File: config.mk
export PLATFORM = sky130hd
export DESIGN_NAME = load_store_unit
export DESIGN_NICKNAME = d
export VERILOG_FILES = /design/src/rtl/load_store_unit.sv
export SDC_FILE = /design/constraint.sdc
export NUM_CORES = 1
export LEC_CHECK = 0
export CORE_AREA = 3 3 143 131
export CTS_BUF_LIST = sky130_fd_sc_hd__clkbuf_4 sky130_fd_sc_hd__clkbuf_8 sky130_fd_sc_hd__clkbuf_16
export CTS_CLUSTER_DIAMETER = 120
export DETAILED_ROUTE_END_ITERATION = 16
export DIE_AREA = 0 0 146 134
export PLACE_DENSITY = 0.78
export SKIP_LAST_GASP = 1
export SYNTH_ARGS = -nofsm -noshare
export SYNTH_HDL_FRONTEND = slang
export SYNTH_SLANG_ARGS = --single-unit
File: constraint.sdc
create_clock -name clk -period 5.25 [get_ports clk]
set_clock_uncertainty 0.05 [all_clocks]
set_input_delay 1.05 -clock clk [delete_from_list [all_inputs] [get_ports clk]]
set_output_delay 1.05 -clock clk [all_outputs]
set_load 0.1 [all_outputs]
File: src/rtl/load_store_unit.sv
// Load/store unit: one request at a time against a word-addressed memory.
// Sub-word stores are read-modify-write since the memory has no byte enables.
module load_store_unit #(
  parameter int MEM_AW = 8
) (
  input  logic              clk,
  input  logic              reset,
  input  logic              req_valid,
  output logic              req_ready,
  input  logic [5:0]        opcode,
  input  logic [31:0]       base,
  input  logic [15:0]       offset,
  input  logic [31:0]       rt_data,
  input  logic [4:0]        rt_addr,
  output logic [MEM_AW-1:0] mem_addr,
  output logic              mem_we,
  output logic [31:0]       mem_wdata,
  input  logic [31:0]       mem_rdata,
  output logic              wb_valid,
  output logic [4:0]        wb_reg,
  output logic [31:0]       wb_data,
  output logic              st_done,
  output logic              fault,
  output logic [31:0]       fault_addr
);

  typedef enum logic [2:0] {
    IDLE,
    FAULT,
    LOAD,
    WRITE,
    RMW_READ,
    RMW_WRITE,
    DONE
  } state_t;

  localparam logic [5:0] OP_LB  = 6'b100000;
  localparam logic [5:0] OP_LH  = 6'b100001;
  localparam logic [5:0] OP_LW  = 6'b100011;
  localparam logic [5:0] OP_LBU = 6'b100100;
  localparam logic [5:0] OP_LHU = 6'b100101;
  localparam logic [5:0] OP_SB  = 6'b101000;
  localparam logic [5:0] OP_SH  = 6'b101001;
  localparam logic [5:0] OP_SW  = 6'b101011;

  state_t      state, state_d;
  logic [31:0] ea;
  logic        supp, is_w, is_h;
  logic        bad, accept;
  // op_q: [3]=store, [2]=unsigned, [1:0]=size (00 byte, 01 half, 11 word)
  logic [3:0]  op_q;
  logic [1:0]  lane_q;
  logic [15:0] rt_q;

  assign ea = base + {{16{offset[15]}}, offset};

  always_comb begin
    supp = 1'b0;
    is_w = 1'b0;
    is_h = 1'b0;
    unique case (opcode)
      OP_LW, OP_SW: begin
        supp = 1'b1;
        is_w = 1'b1;
      end
      OP_LH, OP_LHU, OP_SH: begin
        supp = 1'b1;
        is_h = 1'b1;
      end
      OP_LB, OP_LBU, OP_SB: supp = 1'b1;
      default: ;
    endcase
  end

  assign bad = (|(ea >> (MEM_AW + 2)))
             | (is_w & (|ea[1:0]))
             | (is_h & ea[0]);

  assign req_ready = (state == IDLE);
  assign accept    = req_valid & req_ready & supp;

  function automatic logic [31:0] extract(
    input logic [31:0] w,
    input logic [1:0]  lane,
    input logic [2:0]  op
  );
    logic [7:0]  b;
    logic [15:0] h;
    unique case (lane)
      2'd0: b = w[31:24];
      2'd1: b = w[23:16];
      2'd2: b = w[15:8];
      default: b = w[7:0];
    endcase
    h = lane[1] ? w[15:0] : w[31:16];
    unique case (op[1:0])
      2'b00: extract = op[2] ? {24'd0, b} : {{24{b[7]}}, b};
      2'b01: extract = op[2] ? {16'd0, h} : {{16{h[15]}}, h};
      default: extract = w;
    endcase
  endfunction

  function automatic logic [31:0] merge(
    input logic [31:0] w,
    input logic [1:0]  lane,
    input logic        half,
    input logic [15:0] d
  );
    merge = w;
    if (half) begin
      if (lane[1]) merge[15:0] = d;
      else         merge[31:16] = d;
    end else begin
      unique case (lane)
        2'd0: merge[31:24] = d[7:0];
        2'd1: merge[23:16] = d[7:0];
        2'd2: merge[15:8]  = d[7:0];
        default: merge[7:0] = d[7:0];
      endcase
    end
  endfunction

  always_comb begin
    state_d = state;
    unique case (state)
      IDLE: begin
        if (accept) begin
          if (bad)                     state_d = FAULT;
          else if (!opcode[3])         state_d = LOAD;
          else if (opcode[1:0] == 2'b11) state_d = WRITE;
          else                         state_d = RMW_READ;
        end
      end
      FAULT:     state_d = IDLE;
      LOAD:      state_d = DONE;
      WRITE:     state_d = DONE;
      RMW_READ:  state_d = RMW_WRITE;
      RMW_WRITE: state_d = DONE;
      DONE:      state_d = IDLE;
      default:   state_d = IDLE;
    endcase
  end

  always_ff @(posedge clk) begin
    if (reset) begin
      state      <= IDLE;
      op_q       <= '0;
      lane_q     <= '0;
      rt_q       <= '0;
      mem_addr   <= '0;
      mem_wdata  <= '0;
      wb_data    <= '0;
      wb_reg     <= '0;
      fault_addr <= '0;
    end else begin
      state <= state_d;
      if (accept) begin
        op_q     <= opcode[3:0];
        lane_q   <= ea[1:0];
        rt_q     <= rt_data[15:0];
        mem_addr <= ea[MEM_AW+1:2];
        wb_reg   <= rt_addr;
        if (opcode[3]) mem_wdata <= rt_data;
        if (bad) fault_addr <= ea;
      end
      if (state == LOAD)
        wb_data <= extract(mem_rdata, lane_q, op_q[2:0]);
      if (state == RMW_READ)
        mem_wdata <= merge(mem_rdata, lane_q, op_q[0], rt_q);
    end
  end

  // Pulses are masked during reset so an aborted operation never completes
  assign mem_we   = ~reset & ((state == WRITE) | (state == RMW_WRITE));
  assign fault    = ~reset & (state == FAULT);
  assign wb_valid = ~reset & (state == DONE) & ~op_q[3];
  assign st_done  = ~reset & (state == DONE) & op_q[3];

endmodule
==> reports/metrics.cfg, run 1 <==
[timing]
hold_viol_final=0
hold_ws_ns=0.401
setup_tns_ns=0
period_minus_slack_ns=4.88
finalMaxSlewViolations=0
rsz0062_at_grt=no
slew_headroom_pct=23.1
setup_viol=0
max_freq_mhz=205
period_share_pct=93.0
tightest_slew_ns=1.15

[place]
portBuffers=239
gp_congestion=0.936
postPlaceCellArea_um2=10600
dp_hpwl_mm=21.1

[clocking]
cts_tree=built
cts_root_buf=clkbuf_16
clk_pin_slew_ns=0.06
cts_resized=0
clk_latency_ns=0.42
hold_buffers=0
clock_sinks=134
postCtsSetupBuffers=0
cts_made_buffers=17
htreeDepth=4
cts_buffer_depth=2

[yosys]
yosys-top-cells-area=dfxtp_1 (33%), nand2_1 (10%), a21oi_1 (6.1%)
synth_fp_nets=1231
ys.flop_type=dfxtp_1
ys_top_cells_by_count=nand2_1 (217), dfxtp_1 (134), nor2_1 (112)
synth_most_common_cell=nand2_1
synthMuxAreaShare_pct=3.66
synth_area_per_cell_um2=7.52
synth_top_family_by_area=compound AO/OA/AOI/OAI gates
netlist_instances=1073
synth_xor_area_share_pct=2.82
synthSimpleGateAreaFrac_pct=23.8
yosysTopAreaCell=dfxtp_1
ys_warn_count=0
synth.cell_area_um2=8070
async_flop_share_pct=0
synth_edf_count=0
synth_cell_types=73
ys_seq_elements=134
synth_fa_ha_area_share_pct=5.05
netlist.area_leader.share_pct=33.2
synth-compound-area-share_pct=26.6
yosysSeqAreaShare_pct=33.2

[global_routing]
antenna_found_initial=0
grt_pass1_vias=8210
grt_use_total_pct=27.7
grt_first_pass_wirelength_mm=44.0
grt_remaining_overflow=0
grt_max_degree=102

[route]
viasPerCell=5.80
drc=0
drtPass1Iterations=6
wl_per_cell_um=18.4
vias=8851
first_iter_violations=861
wl_mm=28.1
postRouteAntennaNets=0

[floorplanning]
die_area_um2=19600
start_util_pct=46.3
core_area_um2=17400
rows=46
pin_count=240
die_y_um=134
die_x_um=146

[cells_and_area]
drive_gt1_share_pct=6.07
syn_to_final_growth_pct=38.3
fin_nets=1431
fin_util_pct=64.0
n_antenna_cell=0
top_regs=fault_addr x32, mem_wdata x32, wb_data x32
fin_area_um2=11200

[worst_setup_path]
cp_slowest_cell=clkdlybuf4s50_1
crit_family=compound AO/OA/AOI/OAI gates
worst_setup_path_end_kind=flip-flop
cp.required_ns=5.55
crit_fanout=12
crit_chain=clkdlybuf4s50_1, ha_1, a21oi_1, o21ai_0, a311oi_1, a31oi_1, xnor2_1, o21ai_0, or4_4, or3_4, o21ai_4, buf_4, mux2i_1
critical-path-max-stage-delay_ns=0.68
critPathLaunch=offset[15]
r2r-start=state[2]$_SDFFE_PP0P_
crit_top_cell=o21ai_0
critPathKind=primary input to flip-flop
crit_buf_inv=2
start_kind=primary input
worstPathArrival_ns=5.18

[pwr]
pwr-share-clk_pct=40.1
p_seq_share_pct=35.8
sw_frac_of_total_pct=31.2
p_switching_mw=0.919
cell_internal_pwr_mw=2.03
power.share.combinational_pct=24.1
ir_worst_vdd_uv=270
power_leakage_nw=4.06
powerDensity_nw_per_um2=264

[hold_path]
min_from=wb_reg[2]$_SDFFE_PP0P_
holdCritPathClass=flip-flop to flip-flop

[job]
maxCapViolCount=0

[status]
outcome=completed

[cell families (layout without fill, tap and decap cells)]
kind of cell,count (synthesis),count (layout)
AOI/OAI and AO/OA,312,312
muxes,28,28
buffers and inverters,97,309
DFF,134,134
and+or+nand+nor,444,444
adders and majority gates,32,32
xor gates and xnor gates,26,26
[final cells by class]
class                   count  area (um2)
flip-flops and latches    134        2680
repair buffers            255        2500
inverters                  23        86.3
fillers                  1559        6280
clock inverters            12         129
clock buffers              19         453
well taps                 240         300
multi-input cells         842        5010
[cells in the final DEF, fill, tap and decap left out, types with 9 or more instances in the layout]
| cell type | count |
|---|---|
| nand2b_1 | 12 |
| dfxtp_1 | 134 |
| clkbuf_16 | 17 |
| a22oi_1 | 17 |
| mux2i_1 | 25 |
| a21oi_1 | 97 |
| clkdlybuf4s50_1 | 234 |
| o21ai_0 | 25 |
| nor2_1 | 111 |
| o211ai_1 | 9 |
| nand2_1 | 217 |
| xnor2_1 | 18 |
| nor2b_1 | 13 |
| ha_1 | 31 |
| nor3_1 | 24 |
| a211oi_1 | 54 |
| nand3_1 | 26 |
| o22ai_1 | 15 |
| nand4_1 | 10 |
| a311oi_1 | 17 |
| buf_4 | 21 |
| inv_1 | 22 |
[metal layers]
layer	track usage, %	wire length (um)	vias to the layer above
li1	-	-	4256
met5	0	0	-
met4	10.1	908	0
met3	6.66	2460	60
met1	38.5	12300	4119
met2	42.1	12400	416
[power groups by stage]
stage | Sequential [mW] | Combinational (mW) | Clock, mW
floorplan | 1.19 | 0.340 | 0
global placement | 1.08 | 0.700 | 0
detailed placement | 1.08 | 0.701 | 0
CTS | 1.05 | 0.705 | 1.20
global route | 1.06 | 0.765 | 1.24
finish | 1.05 | 0.712 | 1.18
[stage by stage]
stage | setup slack (ns) | total power [mW] | cells
6_report | 0.369 | 2.95 | 1525
4_1_cts | 0.419 | 2.96 | 1525
5_1_grt | 0.119 | 3.06 | 1525
3_5_place_dp | 0.0154 | 1.78 | 1494
2_1_floorplan | 0.596 | 1.53 | 1073
3_3_place_gp | 0.128 | 1.78 | 1494
[final timing paths]
check	to	depth (start not counted)	slack (ns)
max reg2reg	mem_wdata[28]$_SDFFE_PP0P_	6	2.48
min reg2reg	wb_reg[2]$_SDFFE_PP0P_	2	0.40
max	fault_addr[8]$_SDFFE_PP0P_	13	0.37
min	wb_reg[2]$_SDFFE_PP0P_	2	0.40
[tightest hold or removal path: cells and delay by family (launching register included)]
kind / cells / cell delay (ns)
AO/OA/AOI/OAI: 1 / 0.05
flip-flops: 1 / 0.30
AND/OR/NAND/NOR: 1 / 0.05
Note: power is estimated with default switching activity, not from simulation.
==> run 2: changes to the inputs <==
CORE_AREA = 3 3 141 130   (was 3 3 143 131)
CTS_CLUSTER_SIZE = 28   (was not set)
DIE_AREA = 0 0 144 133   (was 0 0 146 134)
PLACE_DENSITY = 0.8   (was 0.78)
==> run 2 against run 1 <==
Register-to-register slack is essentially flat. Die area shrank 2.1%. Cell area shrank 0.13%. Worst hold slack gained 0.0026 ns. Sequential share of layout area is essentially flat. Total power is essentially flat. Utilization grew 2.2 points. Flip-flop and latch count is the same. Fmax grew 4.8%. Setup slack gained 0.22 ns. Wire length grew 1.2%. First-iteration DRC count grew 20%.
==> reports/metrics.cfg, run 2 (same netlist as run 1, synthesis figures left out) <==
[route]
postRouteAntennaNets=0
drtPass1Iterations=5
viasPerCell=5.95
wl_per_cell_um=19.0
drc=0
first_iter_violations=1029
vias=8915
wl_mm=28.4

[cells_and_area]
syn_to_final_growth_pct=38.1
n_antenna_cell=0
fin_nets=1434
fin_area_um2=11100
drive_gt1_share_pct=6.29
final_cell_mix=clkdlybuf4s50_1 (234), nand2_1 (217), dfxtp_1 (134), nor2_1 (111), a21oi_1 (97)
layout_commonest_cell=clkdlybuf4s50_1
fin_util_pct=66.2
top_regs=fault_addr x32, mem_wdata x32, wb_data x32

[status]
outcome=completed

[pwr]
pwr-share-clk_pct=40.1
p_seq_share_pct=35.7
powerDensity_nw_per_um2=265
power.total_mw=2.95
power_leakage_nw=4.08
power.share.combinational_pct=24.2
p_switching_mw=0.933
sw_frac_of_total_pct=31.6
cell_internal_pwr_mw=2.02
ir_worst_vdd_uv=253

[clocking]
cts_tree=built
hold_buffers=0
postCtsSetupBuffers=0
clk_latency_ns=0.42
cts_made_buffers=17
htreeDepth=4
cts_buffer_depth=2
clk_pin_slew_ns=0.06
cts_root_buf=clkbuf_16
clock_sinks=134
cts_resized=0

[global_routing]
grt_pass1_vias=8057
grt_remaining_overflow=0
grt_max_degree=72
gr-usage-met2_pct=43.7
grt_use_total_pct=28.7
antenna_found_initial=0
grt_first_pass_wirelength_mm=43.5
top_usage_layer=met2
globalRouteMet3Util_pct=7.26
met1_usage_pct=39.8

[timing]
max_freq_mhz=215
period_minus_slack_ns=4.66
rsz0062_at_grt=no
hold_viol_final=0
setup_tns_ns=0
setup_viol=0
period_share_pct=88.7
tightest_slew_ns=1.07
slew_headroom_pct=28.7
finalMaxSlewViolations=0

[floorplanning]
pin_count=240
start_util_pct=47.9
rows=45
core_area_um2=16800
die_x_um=144
die_area_um2=19200
die_y_um=133

[worst_setup_path]
cp.required_ns=5.55
crit_family=compound AO/OA/AOI/OAI gates
worst_setup_path_end_kind=flip-flop
crit_top_cell=o21ai_0
worstPathArrival_ns=4.96
crit_fanout=9
start_kind=primary input
crit_chain=clkdlybuf4s50_1, ha_1, a21oi_1, o21ai_0, a311oi_1, a31oi_1, xnor2_1, o21ai_0, or4_4, or3_4, o21ai_4, buf_4, mux2i_1
critPathKind=primary input to flip-flop
crit_buf_inv=2
critical-path-max-stage-delay_ns=0.59
cp_slowest_cell=clkdlybuf4s50_1

[place]
portBuffers=239
dp_hpwl_mm=21.3
gp_congestion=1.00
postPlaceCellArea_um2=10600

[hold_path]
holdCritPathClass=flip-flop to flip-flop

[job]
maxCapViolCount=0

-- run 2: cell types whose count changed in the layout (fill, tap and decap cells not counted) --
cell,before,now
buf_4,21,24
clkbuf_4,0,1
clkbuf_8,2,0
clkinv_2,4,2
clkinv_4,2,3
clkinvlp_4,3,1
inv_6,1,5
-- run 2: worst paths after layout --
check / start / endpoint / slack (ns) / cells after the start
worst max register to register: state[2]$_SDFFE_PP0P_ / mem_wdata[27]$_SDFFE_PP0P_ / 2.47 / 6
worst min register to register: wb_reg[1]$_SDFFE_PP0P_ / wb_reg[1]$_SDFFE_PP0P_ / 0.40 / 2
worst max-delay path: offset[15] / fault_addr[8]$_SDFFE_PP0P_ / 0.59 / 13
worst min-delay path: wb_reg[1]$_SDFFE_PP0P_ / wb_reg[1]$_SDFFE_PP0P_ / 0.40 / 2
-- run 2: power by group through the flow --
stage               logic, mW  registers (mW)  clock network [mW]
finish                  0.714            1.05                1.18
global route            0.765            1.06                1.24
CTS                     0.706            1.05                1.19
detailed placement      0.701            1.08                   0
global placement        0.700            1.08                   0
floorplan               0.340            1.19                   0
-- run 2: cell type report --
| type | count | area, um2 |
|---|---|---|
| Sequential cell | 134 | 2680 |
| Timing Repair Buffer | 258 | 2520 |
| Clock inverter | 13 | 148 |
| Tap cell | 211 | 264 |
| Multi-Input combinational cell | 842 | 5010 |
| Inverter | 23 | 86.3 |
| Fill cell | 1416 | 5690 |
| Clock buffer | 18 | 433 |
-- run 2: per-layer routing --
metal	wire length, um	vias up	share of wire (%)
met5	0	-	0
met4	766	0	2.7
met3	2830	58	10
met2	13000	447	46
met1	11900	4145	42
li1	-	4265	-
-- run 2: worst register-to-register path: cells and delay by family, from the launching register on --
| kind | cells | cell delay [ns] |
|---|---|---|
| and+or+nand+nor | 5 | 1.90 |
| DFF | 1 | 0.46 |
| AOI/OAI and AO/OA | 1 | 0.27 |
-- run 2: through the flow --
step	setup slack, ns	hold WS, ns	cells
2_1_floorplan	0.596	0.387	1073
3_3_place_gp	0.248	0.391	1468
5_1_grt	0.312	0.422	1499
4_1_cts	0.634	0.403	1499
3_5_place_dp	0.228	0.396	1468
6_report	0.591	0.404	1499
==> run 3: changes to the inputs <==
SKIP_LAST_GASP = not set   (was 1)
==> results of run 3 <==
No change in the layout: final DEF, timing and power equal those of run 2.
